$ cat config.mk
export PLATFORM = sky130hd
export DESIGN_NAME = control_sequencer
export DESIGN_NICKNAME = d
export VERILOG_FILES = /design/src/rtl/cpu_pkg.sv /design/src/rtl/control_decoder.sv /design/src/rtl/control_sequencer.sv
export SDC_FILE = /design/constraint.sdc
export NUM_CORES = 1
export LEC_CHECK = 0
export ABC_AREA = 1
export CAP_MARGIN = 20
export CORE_MARGIN = 1
export CORE_UTILIZATION = 37
export CTS_CLUSTER_DIAMETER = 50
export DETAILED_ROUTE_END_ITERATION = 8
export GPL_ROUTABILITY_DRIVEN = 0
export PLACE_DENSITY = 0.8
export REMOVE_ABC_BUFFERS = 1
export SLEW_MARGIN = 20
export SYNTH_ARGS = -nofsm -noshare
export SYNTH_HDL_FRONTEND = slang
export SYNTH_SLANG_ARGS = --single-unit
$ cat constraint.sdc
create_clock -name Clock -period 1.8 [get_ports Clock]
set_input_delay 0.45 -clock Clock [delete_from_list [all_inputs] [get_ports Clock]]
set_output_delay 0.45 -clock Clock [all_outputs]
set_load 0.05 [all_outputs]
$ cat src/rtl/cpu_pkg.sv
// Shared definitions for the single-bus CPU control path: opcodes, sequencer states and the control word.
// Optional mul/div support is enabled by defining CONTROL_SEQUENCER_MULDIV_EN.
package cpu_pkg;

    localparam int OPW = 5;

    localparam logic [OPW-1:0] OP_ALU_FIRST = 5'b00011;
    localparam logic [OPW-1:0] OP_ALU_LAST  = 5'b01011;
    localparam logic [OPW-1:0] OP_DIV       = 5'b01111;
    localparam logic [OPW-1:0] OP_MUL       = 5'b10000;
    localparam logic [OPW-1:0] OP_JR        = 5'b10100;
    localparam logic [OPW-1:0] OP_JAL       = 5'b10101;
    localparam logic [OPW-1:0] OP_IN        = 5'b10110;
    localparam logic [OPW-1:0] OP_OUT       = 5'b10111;
    localparam logic [OPW-1:0] OP_MFHI      = 5'b11000;
    localparam logic [OPW-1:0] OP_MFLO      = 5'b11001;
    localparam logic [OPW-1:0] OP_NOP       = 5'b11010;
    localparam logic [OPW-1:0] OP_HALT      = 5'b11011;

    typedef enum logic [3:0] {
        ST_IDLE = 4'd0,
        ST_T0   = 4'd1,
        ST_T1   = 4'd2,
        ST_T2   = 4'd3,
        ST_T3   = 4'd4,
        ST_T4   = 4'd5,
        ST_T5   = 4'd6,
        ST_T6   = 4'd7,
        ST_HALT = 4'd8
    } state_e;

    typedef struct packed {
        logic           pc_out;
        logic           zhi_out;
        logic           zlo_out;
        logic           mdr_out;
        logic           hi_out;
        logic           lo_out;
        logic           inport_out;
        logic           mar_in;
        logic           z_in;
        logic           pc_in;
        logic           mdr_in;
        logic           ir_in;
        logic           y_in;
        logic           hi_in;
        logic           lo_in;
        logic           outport_in;
        logic           gra;
        logic           grb;
        logic           grc;
        logic           r_in;
        logic           r_out;
        logic           inc_pc;
        logic           mem_read;
        logic           mem_enable;
        logic [OPW-1:0] alu_op;
        logic           running;
        logic           halted;
    } ctrl_word_t;

    function automatic logic is_alu(input logic [OPW-1:0] op);
        return (op >= OP_ALU_FIRST) && (op <= OP_ALU_LAST);
    endfunction

    function automatic logic is_muldiv(input logic [OPW-1:0] op);
`ifdef CONTROL_SEQUENCER_MULDIV_EN
        return (op == OP_MUL) || (op == OP_DIV);
`else
        return (op == OP_MUL) && 1'b0;
`endif
    endfunction

    // Opcodes that have an execute sequence starting at T3 (nop never reaches T3).
    function automatic logic op_supported(input logic [OPW-1:0] op);
        return is_alu(op) || is_muldiv(op) ||
               (op == OP_IN)   || (op == OP_OUT)  || (op == OP_MFHI) ||
               (op == OP_MFLO) || (op == OP_JR)   || (op == OP_JAL)  ||
               (op == OP_HALT);
    endfunction

endpackage

$ cat src/rtl/control_decoder.sv
// Combinational map from (sequencer state, IR opcode) to the datapath control word.
// mul/div execute steps decode only when CONTROL_SEQUENCER_MULDIV_EN is defined.
module control_decoder
    import cpu_pkg::*;
(
    input  state_e               state,
    input  logic [OPW-1:0]       ir_opcode,
    output ctrl_word_t           cw
);

    // Strobe decode per step; anything not set here stays 0.
    always_comb begin
        cw = '0;
        case (state)
            ST_T0: begin
                cw.running = 1'b1;
                cw.pc_out  = 1'b1;
                cw.inc_pc  = 1'b1;
                cw.mar_in  = 1'b1;
                cw.z_in    = 1'b1;
            end
            ST_T1: begin
                cw.running    = 1'b1;
                cw.zlo_out    = 1'b1;
                cw.pc_in      = 1'b1;
                cw.mdr_in     = 1'b1;
                cw.mem_read   = 1'b1;
                cw.mem_enable = 1'b1;
            end
            ST_T2: begin
                cw.running = 1'b1;
                cw.mdr_out = 1'b1;
                cw.ir_in   = 1'b1;
            end
            ST_T3: begin
                cw.running = 1'b1;
                case (ir_opcode)
                    OP_IN:   begin cw.gra = 1'b1; cw.r_in  = 1'b1; cw.inport_out = 1'b1; end
                    OP_OUT:  begin cw.gra = 1'b1; cw.r_out = 1'b1; cw.outport_in = 1'b1; end
                    OP_MFHI: begin cw.gra = 1'b1; cw.r_in  = 1'b1; cw.hi_out     = 1'b1; end
                    OP_MFLO: begin cw.gra = 1'b1; cw.r_in  = 1'b1; cw.lo_out     = 1'b1; end
                    OP_JR:   begin cw.gra = 1'b1; cw.r_out = 1'b1; cw.pc_in      = 1'b1; end
                    // Link register R15 is selected through the IR Rb field.
                    OP_JAL:  begin cw.grb = 1'b1; cw.r_in  = 1'b1; cw.pc_out     = 1'b1; end
                    default: begin
                        if (is_alu(ir_opcode)) begin
                            cw.grb   = 1'b1;
                            cw.r_out = 1'b1;
                            cw.y_in  = 1'b1;
                        end else if (is_muldiv(ir_opcode)) begin
                            cw.gra   = 1'b1;
                            cw.r_out = 1'b1;
                            cw.y_in  = 1'b1;
                        end else begin
                            cw.running = 1'b1;
                        end
                    end
                endcase
            end
            ST_T4: begin
                cw.running = 1'b1;
                if (ir_opcode == OP_JAL) begin
                    cw.gra   = 1'b1;
                    cw.r_out = 1'b1;
                    cw.pc_in = 1'b1;
                end else if (is_alu(ir_opcode)) begin
                    cw.grc    = 1'b1;
                    cw.r_out  = 1'b1;
                    cw.z_in   = 1'b1;
                    cw.alu_op = ir_opcode;
                end else if (is_muldiv(ir_opcode)) begin
                    cw.grb    = 1'b1;
                    cw.r_out  = 1'b1;
                    cw.z_in   = 1'b1;
                    cw.alu_op = ir_opcode;
                end else begin
                    cw.running = 1'b1;
                end
            end
            ST_T5: begin
                cw.running = 1'b1;
                if (is_alu(ir_opcode)) begin
                    cw.zlo_out = 1'b1;
                    cw.gra     = 1'b1;
                    cw.r_in    = 1'b1;
                end else if (is_muldiv(ir_opcode)) begin
                    cw.zlo_out = 1'b1;
                    cw.lo_in   = 1'b1;
                end else begin
                    cw.running = 1'b1;
                end
            end
            ST_T6: begin
                cw.running = 1'b1;
                if (is_muldiv(ir_opcode)) begin
                    cw.zhi_out = 1'b1;
                    cw.hi_in   = 1'b1;
                end else begin
                    cw.running = 1'b1;
                end
            end
            ST_HALT: cw.halted = 1'b1;
            default: cw = '0;
        endcase
    end

endmodule

$ cat src/rtl/control_sequencer.sv
// Hardwired fetch/execute sequencer for the single-bus CPU: state register, next-state logic, sticky Illegal flag.
// Define CONTROL_SEQUENCER_MULDIV_EN to add the seven-cycle mul/div sequence.
module control_sequencer
    import cpu_pkg::*;
(
    input  logic           Clock,
    input  logic           clear,
    input  logic           Run,
    input  logic           Stop,
    input  logic [OPW-1:0] IR_opcode,
    output logic           PCout,
    output logic           Zhi_out,
    output logic           Zlo_out,
    output logic           MDRout,
    output logic           HIout,
    output logic           LOout,
    output logic           Inport_out,
    output logic           MARin,
    output logic           Zin,
    output logic           PCin,
    output logic           MDRin,
    output logic           IRin,
    output logic           Yin,
    output logic           HIin,
    output logic           LOin,
    output logic           outport_in,
    output logic           Gra,
    output logic           Grb,
    output logic           Grc,
    output logic           Rin,
    output logic           Rout,
    output logic           IncPC,
    output logic           Mem_Read,
    output logic           Mem_enable512x32,
    output logic [OPW-1:0] opcode,
    output logic           Running,
    output logic           Halted,
    output logic           Illegal
);

    state_e     state_r;
    state_e     state_next_s;
    state_e     eoi_next_s;
    logic       eoi_s;
    logic       illegal_r;
    ctrl_word_t cw_s;

    assign eoi_next_s = Stop ? ST_IDLE : ST_T0;

    // End-of-instruction detection: the step where the opcode's sequence finishes.
    always_comb begin
        eoi_s = 1'b0;
        case (state_r)
            ST_T2:   eoi_s = (IR_opcode == OP_NOP);
            ST_T3:   eoi_s = !((IR_opcode == OP_JAL) || (IR_opcode == OP_HALT) ||
                               is_alu(IR_opcode) || is_muldiv(IR_opcode));
            ST_T4:   eoi_s = (IR_opcode == OP_JAL);
            ST_T5:   eoi_s = is_alu(IR_opcode);
            ST_T6:   eoi_s = 1'b1;
            default: eoi_s = 1'b0;
        endcase
    end

    // Next-state selection; Stop only matters at EOI.
    always_comb begin
        state_next_s = ST_IDLE;
        case (state_r)
            ST_IDLE: state_next_s = Run ? ST_T0 : ST_IDLE;
            ST_T0:   state_next_s = ST_T1;
            ST_T1:   state_next_s = ST_T2;
            ST_T2:   state_next_s = eoi_s ? eoi_next_s : ST_T3;
            ST_T3: begin
                if (IR_opcode == OP_HALT) begin
                    state_next_s = ST_HALT;
                end else if (eoi_s) begin
                    state_next_s = eoi_next_s;
                end else begin
                    state_next_s = ST_T4;
                end
            end
            ST_T4:   state_next_s = eoi_s ? eoi_next_s : ST_T5;
            ST_T5:   state_next_s = eoi_s ? eoi_next_s : ST_T6;
            ST_T6:   state_next_s = eoi_next_s;
            ST_HALT: state_next_s = ST_HALT;
            default: state_next_s = ST_IDLE;
        endcase
    end

    // State register; clear aborts any instruction in flight.
    always_ff @(posedge Clock or negedge clear) begin
        if (!clear) begin
            state_r <= ST_IDLE;
        end else begin
            state_r <= state_next_s;
        end
    end

    // Sticky flag for an unsupported opcode seen at T3.
    always_ff @(posedge Clock or negedge clear) begin
        if (!clear) begin
            illegal_r <= 1'b0;
        end else if ((state_r == ST_T3) && !op_supported(IR_opcode)) begin
            illegal_r <= 1'b1;
        end else begin
            illegal_r <= illegal_r;
        end
    end

    control_decoder u_decoder (
        .state     (state_r),
        .ir_opcode (IR_opcode),
        .cw        (cw_s)
    );

    assign PCout            = cw_s.pc_out;
    assign Zhi_out          = cw_s.zhi_out;
    assign Zlo_out          = cw_s.zlo_out;
    assign MDRout           = cw_s.mdr_out;
    assign HIout            = cw_s.hi_out;
    assign LOout            = cw_s.lo_out;
    assign Inport_out       = cw_s.inport_out;
    assign MARin            = cw_s.mar_in;
    assign Zin              = cw_s.z_in;
    assign PCin             = cw_s.pc_in;
    assign MDRin            = cw_s.mdr_in;
    assign IRin             = cw_s.ir_in;
    assign Yin              = cw_s.y_in;
    assign HIin             = cw_s.hi_in;
    assign LOin             = cw_s.lo_in;
    assign outport_in       = cw_s.outport_in;
    assign Gra              = cw_s.gra;
    assign Grb              = cw_s.grb;
    assign Grc              = cw_s.grc;
    assign Rin              = cw_s.r_in;
    assign Rout             = cw_s.r_out;
    assign IncPC            = cw_s.inc_pc;
    assign Mem_Read         = cw_s.mem_read;
    assign Mem_enable512x32 = cw_s.mem_enable;
    assign opcode           = cw_s.alu_op;
    assign Running          = cw_s.running;
    assign Halted           = cw_s.halted;
    assign Illegal          = illegal_r;

endmodule

==> results of run 1 <==
==> kinds of logic after synthesis <==
family	Yosys count
AOI/OAI and AO/OA	13
buffers and inverters	27
DFF	5
other	1
and+or+nand+nor	67
==> stage by stage <==
stage / hold WS [ns] / setup slack [ns] / TNS, ns / cell area, um^2
detailed placement: 0.4934 / -0.7074 / -11.67 / 1559
global placement: 0.4652 / -0.5363 / -9.011 / 1559
floorplan: 0.1544 / -2.054 / -23.13 / 629.4
==> results.json, run 1 <==
{
  "io_pins": 41,
  "synth_seq_cells": 5,
  "synth_top_area_share_pct": 18.32,
  "synth-compound-area-share_pct": 13.00,
  "muxShareOfSynthArea_pct": 0,
  "synth.area.top_cells": "dfrtp_1 (18%), nand2_1 (12%), nor2_1 (9.3%)",
  "root_buffer": "clkbuf_4",
  "postCtsSetupBuffers": 16,
  "lastStage": "clock tree synthesis",
  "cts_max_level": 1,
  "cts.repair.resized": 106,
  "start_util_pct": 39.57,
  "cts_buffers": 3,
  "tool.error": "[ERROR DPL-0038] Utilization greater than 100%, impossible to legalize",
  "synth_top_cell_by_area": "dfrtp_1",
  "yosys.area_share.adder_pct": 0,
  "status": "stopped before the end",
  "synth-simple-area-share_pct": 48.72,
  "rows": 15,
  "synth_flop_cell": "dfrtp_1",
  "syn_inst": 113,
  "synth_xor_area_share_pct": 0,
  "cts_max_path_buffers": 2,
  "dieHeight_um": 44.97,
  "synth_edf_count": 0,
  "synth-seq-area-share_pct": 18.32,
  "synth.distinct_cells": 26,
  "yosys-top-cells-count": "nand2_1 (21), nor2_1 (17), inv_1 (12)",
  "numPortBuffers": 36,
  "synth.most_common_cell": "nand2_1",
  "die_x_um": 44.97,
  "async_flop_share_pct": 100.0,
  "postCtsHoldBufs": 0,
  "syn_area_um2": 683.2,
  "synth_top_family_by_area": "simple AND/OR/NAND/NOR gates",
  "place_hpwl_um": 2740,
  "cts.sinks": 5,
  "placed_cells": 204,
  "syn_area_per_cell_um2": 6.046,
  "yosys_warnings": 0
}
==> inputs of run 2 (changes only) <==
--- a/config.mk
+++ b/config.mk
@@ -7,12 +7,11 @@
 export LEC_CHECK = 0
 export ABC_AREA = 1
 export CAP_MARGIN = 20
-export CORE_MARGIN = 1
-export CORE_UTILIZATION = 37
-export CTS_CLUSTER_DIAMETER = 50
+export CORE_AREA = 2 2 63 65
 export DETAILED_ROUTE_END_ITERATION = 8
+export DIE_AREA = 0 0 65 67
 export GPL_ROUTABILITY_DRIVEN = 0
-export PLACE_DENSITY = 0.8
+export PLACE_DENSITY_LB_ADDON = 0.15
 export REMOVE_ABC_BUFFERS = 1
 export SLEW_MARGIN = 20
 export SYNTH_ARGS = -nofsm -noshare
==> run 2 against run 1 <==
  * The flow now finishes, with violations (negative setup slack)
  * Area after synthesis is the same
  * Synthesized cell count stayed put
==> results.json, run 2 <==
{
  "synth_top_area_share_pct": 18.32,
  "routed_wl_um": 2975,
  "grt_pass1_wl_um": 4809,
  "core_um2": 3606,
  "vias": 1022,
  "drt_iter0_drc": 19,
  "cp_cell_sequence": "nor2_2 > nand2_2 > buf_6 > nor3_4 > buf_6 > buf_12",
  "grt-ovfl-total": 0,
  "r2r_end": "state_r[0]",
  "antenna_cells": 0,
  "dr.pass1.iters": 4,
  "syn_area_per_cell_um2": 6.046,
  "largest_reg_flops": 4,
  "die_x_um": 65,
  "final_common_cell": "buf_4",
  "hold_slack_ns": 0.4578,
  "cts_tree": "done",
  "cp.arrival_ns": 1.50,
  "finalSetupTns_ns": -1.846,
  "routedWlPerCell_um": 12.24,
  "regMostFlops": "state_r",
  "grt_start_max_net_pins": 7,
  "io_pins": 41,
  "crit_path_top_delay_cell": "dfrtp_2",
  "setup_viol": 21,
  "synth.distinct_cells": 26,
  "synth_seq_cells": 5,
  "drive_above_1_share_pct": 76.92,
  "ff2ff_path_depth": 12,
  "syn_inst": 113,
  "r2r_setup_slack_ns": 0.25,
  "ant_nets": 0,
  "placed_cells": 228,
  "hold_path.class": "in -> async",
  "synth_top_cell_by_area": "dfrtp_1",
  "cts_max_level": 1,
  "status": "finished, violations left",
  "dp_slack_ns": -0.6231,
  "synth.most_common_cell": "nand2_1",
  "rsz0062_at_grt": "true",
  "start_util_pct": 18.95,
  "critical_path_class": "reg -> out",
  "worstSetupEndpointType": "primary output",
  "numPortBuffers": 36,
  "areaGrowthSynthToFinish_pct": 194.5,
  "cap_viol_max_count": 0,
  "syn_area_um2": 683.2,
  "dieArea_um2": 4355,
  "track_usage_pct": 14.55,
  "antenna_found_initial": 0,
  "async_flop_share_pct": 100.0,
  "nets": 205,
  "drv_slew": 0,
  "synth_flop_cell": "dfrtp_1",
  "cp.required_ns": 1.35,
  "yosys-top-cells-count": "nand2_1 (21), nor2_1 (17), inv_1 (12)",
  "synth.area.top_cells": "dfrtp_1 (18%), nand2_1 (12%), nor2_1 (9.3%)",
  "min_period_ns": 1.955,
  "rows": 22,
  "worstReg2RegStart": "state_r[1]",
  "synth_edf_count": 0,
  "insertion_delay_ns": 0.23,
  "power_density_nw_per_um2": 1332,
  "grt_pass1_vias": 1058,
  "utilization_pct": 55.79,
  "finClkSkew_ns": 0.003697,
  "vias_per_cell": 4.206,
  "cpPeakStageDelay_ns": 0.44,
  "start_kind": "flop",
  "cts.sinks": 5,
  "period_share_pct": 108.6,
  "root_buffer": "clkbuf_8",
  "place_hpwl_um": 2211,
  "mostFrequentLayoutCells": "buf_4 (41), buf_12 (27), nor2_4 (15), nand2_1 (12), nand2_2 (11)",
  "cts_max_path_buffers": 2,
  "dieHeight_um": 67,
  "finalHoldViolCount": 0,
  "yosys_warnings": 0,
  "final.setup.worst_slack_ns": -0.1549,
  "synth-seq-area-share_pct": 18.32,
  "violations": "negative setup slack",
  "fin_cells": 243,
  "peakVddDrop_uv": 523.9,
  "cts_buffers": 3,
  "p_leak_uw": 0.0008934,
  "fmaxAchievable_mhz": 511.5,
  "path_clk_slew_ns": 0.04,
  "crit_top_cell": "buf_6",
  "cp_max_fo": 6,
  "drcViolationCount": 0
}
[run 2: cell counts after synthesis]
Identical to the previous run, type by type.
[run 2: through the flow]
step | instance area (um^2) | power, uW
floorplan | 629.4 | 1144
global placement | 1595 | 2148
detailed placement | 1595 | 2158
CTS | 1942 | 2594
global route | 2012 | 2804
finish | 2012 | 2680
[run 2: worst max path at each step]
| stage | depth (start not counted) | from | slack, ns | end |
|---|---|---|---|---|
| CTS | 7 | state_r[0] | -0.15 | Gra |
| detailed placement | 8 | IR_opcode[3] | -0.62 | Gra |
| global route | 6 | state_r[0] | -0.23 | PCin |
| finish | 6 | state_r[1] | -0.15 | HIout |
| global placement | 9 | IR_opcode[3] | -0.60 | Rin |
| floorplan | 5 | state_r[3] | -2.05 | PCout |
[run 2: layer usage]
metal  part of all wire, %  global-route usage (%)  wire [um]  vias up
li1                      -                       -          -      515
met1                    42                   17.11       1247      484
met2                    54                   27.32       1616       19
met3                   2.3                   1.858         67        4
met4                   1.4                   4.255         43        0
met5                     0                       0          0        -
[run 2: cell type report]
class | instances | area (um^2)
Clock buffer | 4 | 45.04
Fill cell | 314 | 1594
Inverter | 18 | 80.08
Multi-Input combinational cell | 84 | 690.7
Sequential cell | 5 | 126.4
Tap cell | 48 | 60.06
Timing Repair Buffer | 84 | 1010
[run 2: logic make-up (layout without fill, tap and decap cells)]
kind of cell	count (synthesis)	after routing	share of synthesized area (%)
AOI/OAI and AO/OA	13	13	13.00
DFF	5	5	18.32
buffers and inverters	27	106	19.41
and+or+nand+nor	67	67	48.72
other	1	4	0.5489
[run 2: worst max-delay path: cells and delay by family (launching register included)]
family                 cells  cell delay (ns)
buffers and inverters      3             0.39
DFF                        1             0.44
and+or+nand+nor            3             0.44
[run 2: timing repair]
action	4_1_cts	5_1_grt
setup buffers	9	2
pin swaps	17	3
setup endpoints to repair	25	27
hold buffers	0	0
gates resized for setup	93	13
cloned	0	0
[run 2: power by group]
group,switching (uW),leakage [uW],internal (uW)
Combinational,1230,0.000811,1020
Clock,61.8,0.0000228,153
Sequential,52.4,0.0000596,159
Total,1350,0.000893,1330
(Power assumes the default switching activity.)
